--- config.mk ---
export PLATFORM = sky130hd
export DESIGN_NAME = seq_1010_frame_tx_flat
export DESIGN_NICKNAME = d
export VERILOG_FILES = /design/src/rtl/seq_1010_frame_tx_pkg.sv /design/src/rtl/seq_1010_frame_tx_if.sv /design/src/rtl/seq_1010_frame_tx_tracker.sv /design/src/rtl/seq_1010_frame_tx.sv /design/src/flat_wrapper.sv
export SDC_FILE = /design/constraint.sdc
export NUM_CORES = 1
export LEC_CHECK = 0
export CAP_MARGIN = 10
export CORE_MARGIN = 3
export CORE_UTILIZATION = 50
export DETAILED_ROUTE_END_ITERATION = 7
export PLACE_DENSITY = 0.77
export SYNTH_ARGS = -nofsm -noshare
export SYNTH_HDL_FRONTEND = slang
export SYNTH_SLANG_ARGS = --single-unit
--- constraint.sdc ---
create_clock -name Clk -period 2.6 [get_ports Clk]
set_clock_uncertainty 0.2 [all_clocks]
set_input_delay 0.52 -clock Clk [delete_from_list [all_inputs] [get_ports Clk]]
set_output_delay 0.52 -clock Clk [all_outputs]
set_load 0.005 [all_outputs]
--- src/rtl/seq_1010_frame_tx_pkg.sv ---
// Shared definitions for the 1010 frame transmitter and its checkers.
//   frame_state_t : frame FSM encodings (IDLE..GAP), also exported on cs
//   trk_state_t   : post-header suffix tracker encodings (T0..T101)
//   HDR_PATTERN   : sync header, sent MSB first
//   MIN_GAP_BITS  : smallest gap that returns the tracker to T0
package seq_fsm_pkg;

    typedef enum logic [2:0] {
        IDLE  = 3'd0,
        HDR   = 3'd1,
        DATA  = 3'd2,
        STUFF = 3'd3,
        GAP   = 3'd4
    } frame_state_t;

    typedef enum logic [1:0] {
        T0   = 2'd0,
        T1   = 2'd1,
        T10  = 2'd2,
        T101 = 2'd3
    } trk_state_t;

    localparam logic [3:0] HDR_PATTERN  = 4'b1010;
    localparam int         MIN_GAP_BITS = 2;

endpackage

--- src/rtl/seq_1010_frame_tx_if.sv ---
// Handshake/serial bundle of the frame transmitter.
//   Start/Data          : frame request and payload (driven by master)
//   Out/Busy/Done/Stuff : serial stream and status (driven by slave)
//   cs                  : current frame FSM state for debug
interface seq_1010_frame_tx_if #(
    parameter int WIDTH = 8
);
    logic             Start;
    logic [WIDTH-1:0] Data;
    logic             Out;
    logic             Busy;
    logic             Done;
    logic             Stuff;
    logic [2:0]       cs;

    modport master (output Start, Data, input Out, Busy, Done, Stuff, cs);
    modport slave  (input Start, Data, output Out, Busy, Done, Stuff, cs);
endinterface

--- src/rtl/seq_1010_frame_tx_tracker.sv ---
// Suffix tracker for the post-header bit stream: remembers how much of a
// 1010 pattern the most recent output bits form.
//   Clk, Rst : clock, asynchronous active-high reset
//   en       : advance with bit_in (one post-header bit emitted)
//   clr      : force T0 (has priority over en)
//   bit_in   : the bit being emitted
//   state    : current suffix state
module seq_1010_tracker
    import seq_fsm_pkg::*;
(
    input  logic       Clk,
    input  logic       Rst,
    input  logic       en,
    input  logic       clr,
    input  logic       bit_in,
    output trk_state_t state
);

    trk_state_t state_reg;
    trk_state_t state_next;

    always_comb begin
        state_next = state_reg;
        if (clr) begin
            state_next = T0;
        end else if (en) begin
            case (state_reg)
                T0:      state_next = bit_in ? T1   : T0;
                T1:      state_next = bit_in ? T1   : T10;
                T10:     state_next = bit_in ? T101 : T0;
                T101:    state_next = bit_in ? T1   : T0;
                default: state_next = T0;
            endcase
        end
    end

    always_ff @(posedge Clk or posedge Rst) begin
        if (Rst) begin
            state_reg <= T0;
        end else begin
            state_reg <= state_next;
        end
    end

    assign state = state_reg;

endmodule

--- src/rtl/seq_1010_frame_tx.sv ---
// Serial frame transmitter: 1010 header, WIDTH-bit payload MSB first with
// a 1 stuffed wherever a 1010 would otherwise form, then GAP_BITS zeros.
// GAP_BITS must be at least MIN_GAP_BITS so the stream ends in T0.
//   Clk, Rst : clock, asynchronous active-high reset
//   bus      : Start/Data in; Out/Busy/Done/Stuff/cs out (all registered)
module seq_1010_frame_tx
    import seq_fsm_pkg::*;
#(
    parameter int WIDTH    = 8,
    parameter int GAP_BITS = MIN_GAP_BITS
) (
    input  logic                 Clk,
    input  logic                 Rst,
    seq_1010_frame_tx_if.slave   bus
);

    localparam int BW = $clog2(WIDTH + 1);
    localparam int GW = $clog2(GAP_BITS + 1);

    // state_reg is the state that produced the bit currently on Out
    frame_state_t     state_reg,   state_next;
    logic [WIDTH-1:0] shreg_reg,   shreg_next;
    logic [BW-1:0]    bit_cnt_reg, bit_cnt_next;
    logic [GW-1:0]    gap_cnt_reg, gap_cnt_next;
    logic [2:0]       hdr_cnt_reg, hdr_cnt_next;
    logic             out_reg,     out_next;
    logic             busy_reg,    busy_next;
    logic             done_reg,    done_next;
    logic             stuff_reg,   stuff_next;
    logic             payload;
    logic             trk_en;
    trk_state_t       trk;

    // trk always includes the bit currently on Out, so every decision
    // below sees the full post-header history.
    assign trk_en = (state_next == DATA) || (state_next == STUFF) ||
                    (state_next == GAP);

    seq_1010_tracker u_tracker (
        .Clk    (Clk),
        .Rst    (Rst),
        .en     (trk_en),
        .clr    (!trk_en),
        .bit_in (out_next),
        .state  (trk)
    );

    always_comb begin
        state_next   = state_reg;
        shreg_next   = shreg_reg;
        bit_cnt_next = bit_cnt_reg;
        gap_cnt_next = gap_cnt_reg;
        hdr_cnt_next = hdr_cnt_reg;
        out_next     = 1'b0;
        busy_next    = busy_reg;
        done_next    = 1'b0;
        stuff_next   = 1'b0;
        payload      = 1'b0;

        case (state_reg)
            IDLE: begin
                busy_next = 1'b0;
                if (bus.Start) begin
                    state_next   = HDR;
                    shreg_next   = bus.Data;
                    bit_cnt_next = '0;
                    gap_cnt_next = '0;
                    hdr_cnt_next = 3'd1;
                    out_next     = HDR_PATTERN[3];
                    busy_next    = 1'b1;
                end
            end
            HDR: begin
                // hdr_cnt counts header bits already sent; ~cnt picks the next
                if (hdr_cnt_reg < 3'd4) begin
                    out_next     = HDR_PATTERN[~hdr_cnt_reg[1:0]];
                    hdr_cnt_next = hdr_cnt_reg + 3'd1;
                end else begin
                    payload = 1'b1;
                end
            end
            DATA, STUFF: begin
                payload = 1'b1;
            end
            GAP: begin
                if (gap_cnt_reg < GW'(GAP_BITS)) begin
                    gap_cnt_next = gap_cnt_reg + 1'b1;
                end else begin
                    state_next = IDLE;
                    busy_next  = 1'b0;
                    done_next  = 1'b1;
                end
            end
            default: begin
                state_next = IDLE;
                busy_next  = 1'b0;
            end
        endcase

        // Choose the next post-header bit. A 0 after "101" would complete
        // 1010, so a 1 is inserted instead; the same applies to the first
        // gap zero, hence the end-of-payload stuff.
        if (payload) begin
            if (bit_cnt_reg < BW'(WIDTH)) begin
                if (trk == T101 && !shreg_reg[WIDTH-1]) begin
                    state_next = STUFF;
                    out_next   = 1'b1;
                    stuff_next = 1'b1;
                end else begin
                    state_next   = DATA;
                    out_next     = shreg_reg[WIDTH-1];
                    shreg_next   = shreg_reg << 1;
                    bit_cnt_next = bit_cnt_reg + 1'b1;
                end
            end else if (trk == T101) begin
                state_next = STUFF;
                out_next   = 1'b1;
                stuff_next = 1'b1;
            end else begin
                state_next   = GAP;
                out_next     = 1'b0;
                gap_cnt_next = GW'(1);
            end
        end
    end

    always_ff @(posedge Clk or posedge Rst) begin
        if (Rst) begin
            state_reg   <= IDLE;
            shreg_reg   <= '0;
            bit_cnt_reg <= '0;
            gap_cnt_reg <= '0;
            hdr_cnt_reg <= '0;
            out_reg     <= 1'b0;
            busy_reg    <= 1'b0;
            done_reg    <= 1'b0;
            stuff_reg   <= 1'b0;
        end else begin
            state_reg   <= state_next;
            shreg_reg   <= shreg_next;
            bit_cnt_reg <= bit_cnt_next;
            gap_cnt_reg <= gap_cnt_next;
            hdr_cnt_reg <= hdr_cnt_next;
            out_reg     <= out_next;
            busy_reg    <= busy_next;
            done_reg    <= done_next;
            stuff_reg   <= stuff_next;
        end
    end

    assign bus.Out   = out_reg;
    assign bus.Busy  = busy_reg;
    assign bus.Done  = done_reg;
    assign bus.Stuff = stuff_reg;
    assign bus.cs    = state_reg;

endmodule

--- src/flat_wrapper.sv ---
// flat-port wrapper written by rule: the top's interface ports become plain ports
module seq_1010_frame_tx_flat import seq_fsm_pkg::*;
#(
    parameter int WIDTH    = 8,
    parameter int GAP_BITS = MIN_GAP_BITS
)
  (Clk, Rst, bus_Start, bus_Data, bus_Out, bus_Busy, bus_Done, bus_Stuff, bus_cs);
  seq_1010_frame_tx_if #(.WIDTH(WIDTH)) bus_i ();
  input  logic Clk;
  input  logic Rst;
  input wire logic [$bits(bus_i.Start)-1:0] bus_Start;
  input wire logic [$bits(bus_i.Data)-1:0] bus_Data;
  output wire logic [$bits(bus_i.Out)-1:0] bus_Out;
  output wire logic [$bits(bus_i.Busy)-1:0] bus_Busy;
  output wire logic [$bits(bus_i.Done)-1:0] bus_Done;
  output wire logic [$bits(bus_i.Stuff)-1:0] bus_Stuff;
  output wire logic [$bits(bus_i.cs)-1:0] bus_cs;
  assign bus_i.Start = bus_Start;
  assign bus_i.Data = bus_Data;
  assign bus_Out = bus_i.Out;
  assign bus_Busy = bus_i.Busy;
  assign bus_Done = bus_i.Done;
  assign bus_Stuff = bus_i.Stuff;
  assign bus_cs = bus_i.cs;
  seq_1010_frame_tx #(.WIDTH(WIDTH), .GAP_BITS(GAP_BITS)) u_core (.Clk(Clk), .Rst(Rst), .bus(bus_i));
endmodule
# Word level (Yosys, flattened, before mapping)

Cells that the tools add are included.

Shift-type cells: 0
Order comparisons: 4
Multiply operators: 0
Equal/unequal tests: 13
Multiplexer cells: 49
Divide/modulo/power cells: 0
Add/sub/neg operators: 3
Bitwise gates (word level): 2
Reduce and logical (&&, ||, !) cells: 12

Operator list:

| operator                                                             | number |
|---|---|
| 8-bit two-way mux                                                    | 5 |
| 3-bit two-way mux                                                    | 7 |
| 4-bit two-way mux                                                    | 5 |
| 1-bit two-way mux                                                    | 16 |
| 2-bit two-way mux                                                    | 8 |
| 3-bit by 2-bit == test with 1-bit output, second input constant      | 4 |
| 3-bit case mux with 3 select lines                                   | 1 |
| 3-bit == test, second input constant                                 | 2 |
| 2-bit case mux with 3 select lines                                   | 1 |
| 3-bit case mux with 2 select lines                                   | 1 |
| 4-bit by 1-bit adder with 4-bit output, second input constant        | 1 |
| 2-bit == test, second input constant                                 | 2 |
| 4-bit < comparator, second input constant                            | 1 |
| 2-bit inequality test, second input constant                         | 2 |
| 1-bit case mux with 2 select lines                                   | 2 |
| 2-bit case mux with 2 select lines                                   | 1 |
| 2-bit OR reduction                                                   | 2 |
| 3-bit by 1-bit adder with 3-bit output, second input constant        | 1 |
| 3-bit by 1-bit == test with 1-bit output, second input constant      | 1 |
| 3-bit zero test                                                      | 1 |
| 2-bit by 3-bit < comparator with 1-bit output, second input constant | 1 |
| 3-bit < comparator, second input constant                            | 1 |
| 1-bit case mux with 3 select lines                                   | 1 |
| 3-bit AND reduction                                                  | 1 |
| 14 further kinds                                                     | 15 |

Input bits: 11
Memories: 0
Memory bits (read-only): 0
Bits in registers: 26
Output and inout port bits: 7
Word-level logic and storage cells: 93
Bits in latches: 0
RAM bits: 0

# Depth between registers and ports, before layout

Depth after elaboration: 9
Depth in mapped cells: 5
Mapped depth without buffers: 4

# Modules after synthesis

A second synthesis with hierarchy kept.

Cell total of the unflattened synthesis: 126
Area, all modules: 1273.7 um2

By module, submodules not included:

| module            | area each (um2) | seq. area each (um2) | cells each | times used |
|---|---|---|---|---|
| seq_1010_frame_tx | 1176.1          | 600.6                | 116        | 1 |
| seq_1010_tracker  | 97.6            | 50.0                 | 10         | 1 |

# Worst setup path after synthesis

No wires, ideal clock.

Path type: input to register
Start: in bus_Start
End: reg u_core.bit_cnt_reg[0]
Data required time: 2275 ps
Slack: 698 ps
Setup time: 125 ps
Data arrival time: 1578 ps
Stages on the path: 4
Path buffers: 1
Path through: nor4b_1 > buf_4 > nor2_1 > mux2_2

Longest elaborated chain between the ends: 5

RTL lines:

| element                    | RTL line                 | text |
|---|---|---|
| start: declaration         | flat_wrapper.sv:11       | `input wire logic [$bits(bus_i.Start)-1:0] bus_Start;` |
| 4-bit two-way mux *        | seq_1010_frame_tx.sv:63  | `if (bus.Start) begin` |
| 4-bit two-way mux *        | seq_1010_frame_tx.sv:60  | `case (state_reg)` |
| 4-bit two-way mux          | seq_1010_frame_tx.sv:105 | `if (trk == T101 && !shreg_reg[WIDTH-1]) begin` |
| 4-bit two-way mux          | seq_1010_frame_tx.sv:104 | `if (bit_cnt_reg < BW'(WIDTH)) begin` |
| 4-bit two-way mux *        | seq_1010_frame_tx.sv:103 | `if (payload) begin` |
| net u_core.bit_cnt_next[0] | seq_1010_frame_tx.sv:23  | `logic [BW-1:0] bit_cnt_reg, bit_cnt_next;` |
| end signal: assignment     | seq_1010_frame_tx.sv:141 | `bit_cnt_reg <= bit_cnt_next;` |
| end: declaration           | seq_1010_frame_tx.sv:23  |  |

The timed path passes the listed nets; every way through them passes the cells marked *.
A chain may end at the register's enable or synchronous reset.

# Worst setup path in the final report

Start: reg u_core.state_reg[2], in the netlist u_core.bus.cs[2]
End: out bus_cs[2]

RTL lines:

| element                  | RTL line                 | text |
|---|---|---|
| start: declaration       | seq_1010_frame_tx.sv:21  | `frame_state_t state_reg, state_next;` |
| start signal: assignment | seq_1010_frame_tx.sv:139 | `state_reg <= state_next;` |
| end: declaration         | flat_wrapper.sv:17       | `output wire logic [$bits(bus_i.cs)-1:0] bus_cs;` |

No word-level cell between the ends.

==> results.json <==
{
  "grt_max_degree": 27,
  "n_antenna_cell": 0,
  "vias": 944,
  "dp_hpwl_um": 1710,
  "postSynthAreaPerCell_um2": 10.2,
  "worstPathCellList": "clkdlybuf4s50_1",
  "gp_congestion": 0.820,
  "drc_errors": 0,
  "cts-htree-levels": 1,
  "initial_utilization_pct": 54.3,
  "ys_ff_latch": 26,
  "drt-initial-drc-count": 11,
  "die_height_um": 55.7,
  "power.leakage_nw": 0.668,
  "slew_headroom_pct": 69.9,
  "crit_type": "register to output port",
  "cts_hold_buf": 0,
  "root_buffer": "clkbuf_4",
  "drt_first_pass_iters": 4,
  "area_delta_synth_final_pct": 23.0,
  "clk_path_buf_depth": 2,
  "yosys.area.top_type_share_pct": 52.6,
  "cts_tree": "built",
  "core_mm2": 0.00228,
  "finalNetCount": 158,
  "ys_seq_area_share_pct": 52.6,
  "post_cts_resized": 0,
  "port_buffers": 17,
  "worst_ep_arrival_time_ps": 1550,
  "required_ps": 1880,
  "crit_buf_inv": 1,
  "clock_latency_ps": 320,
  "viasPerCell": 5.52,
  "syn-instance-count": 121,
  "crit_fanout": 14,
  "synth.largest_area_cell": "dfrtp_1",
  "grt_use_total_pct": 17.3,
  "wirelength_um": 2370,
  "min_period_over_period_pct": 87.2,
  "layout_common_cells": "dfrtp_1 (26), nand2_1 (19), clkdlybuf4s50_1 (17)",
  "netlist_area_mm2": 0.00124,
  "antenna_found_initial": 0,
  "rsz0062_at_grt": "no",
  "clock_sinks": 26,
  "fin_tns_setup_ps": 0,
  "synth_nets": 135,
  "dieArea_mm2": 0.00310,
  "antenna_left": 0,
  "setup_viol": 0,
  "layout-drive-gt1-share_pct": 11.2,
  "cts_buffers": 3,
  "end_kind": "output port",
  "die_x_um": 55.7,
  "maxCapViolations": 0,
  "status": "complete, no violations",
  "ys_warn_count": 0,
  "slew_violations": 0,
  "irDropWorstVdd_mv": 0.811,
  "synthTopCellsByArea": "dfrtp_1 (53%), mux2i_1 (8.1%), nand2_1 (5.8%), o21ai_0 (4.0%), ha_1 (3.0%)",
  "final_common_cell": "dfrtp_1",
  "nFillCells": 181,
  "slowest_stage": "dfrtp_1",
  "hold_class": "register to register",
  "grt_pass1_wl_um": 4320,
  "postLayoutCoreUtil_pct": 66.8,
  "power_density_mw_per_mm2": 1180,
  "grt_overflow": 0,
  "cpPeakStageDelay_ps": 640,
  "critPathLaunchType": "register",
  "tightest_slew_ps": 451,
  "path_clk_slew_ps": 130,
  "synth_cell_type_count": 31,
  "hold_viol_final": 0,
  "row_count": 17,
  "ios": 18,
  "critPathTopFamily": "flip-flops",
  "largest_reg_flops": 8,
  "grt_pass1_vias": 949,
  "wl_per_cell_um": 13.9,
  "max_freq_ghz": 0.441,
  "timing.final.crit_period_ps": 2270,
  "post_cts_buffers": 0
}
[metrics by stage]
step	instances	power (W)	setup WS [ps]	cell area [um^2]	hold slack, ps
after global routing	171	0.00196	231	1520	331
after detailed placement	167	0.00160	348	1480	279
final	171	0.00179	334	1520	299
after global placement	167	0.00155	417	1480	257
after floorplan	121	0.00129	698	1240	249
after CTS	171	0.00180	327	1520	305
[cell usage after synthesis]
master,number
clkbuf_1,2
o22ai_1,1
o21ai_0,10
o41ai_1,1
o21bai_1,1
nand3_1,1
or4b_1,1
or2_2,1
a31oi_1,1
dfrtp_1,26
a2bb2oi_1,1
a221o_2,1
inv_1,7
buf_4,1
a21o_1,1
nor4_1,1
a211o_1,1
a21oi_2,1
nor3_1,3
ha_1,3
mux2_2,2
nand3b_1,2
nand2_1,19
mux2_1,1
nor3b_1,1
mux2i_1,10
a21oi_1,6
nor2_1,9
nor4b_1,4
buf_2,1
o32ai_1,1
[metal layers]
layer  part of all wire (%)  global-route usage, %
met4                   0.72                   2.43
met5                      0                      0
met1                     46                   22.1
met2                     48                   29.4
met3                    4.7                   5.34
[logic make-up after synthesis]
logic type	count (synthesis)	share of synthesized area, %
AOI/OAI and AO/OA	26	13.2
muxes	13	10.8
buffers and inverters	11	3.75
and+or+nand+nor	42	16.6
adders and majority gates	3	3.04
DFF	26	52.6
[power breakdown]
group	internal [W]	total [W]	switching (W)
Sequential	0.000574	0.000751	0.000177
Combinational	0.000424	0.000835	0.000411
Clock	0.0000856	0.000201	0.000115
Total	0.00108	0.00179	0.000704
[path summary, 6_finish.rpt]
check	from	endpoint	slack, ps	depth (start not counted)
worst max register to register	u_core.bus.cs[0]	u_core.bit_cnt_reg[2]	660	4
worst min register to register	u_core.shreg_reg[2]	u_core.shreg_reg[3]	300	2
worst max-delay path	u_core.bus.cs[2]	bus_cs[2]	330	1
min in group asynchronous	Rst	u_core.shreg_reg[1]	340	3
worst min-delay path	u_core.shreg_reg[2]	u_core.shreg_reg[3]	300	2
max in group asynchronous	Rst	u_core.bus.cs[2]	1620	3
[area by class of cell]
type / count / area, um^2 / area share, %
Clock buffer: 4 / 36.3 / 2.39
Inverter: 7 / 26.3 / 1.73
Sequential cell: 26 / 651 / 42.8
Timing Repair Buffer: 22 / 220 / 14.5
Multi-Input combinational cell: 84 / 552 / 36.3
Tap cell: 28 / 35.0 / 2.30
(Power assumes the default switching activity.)
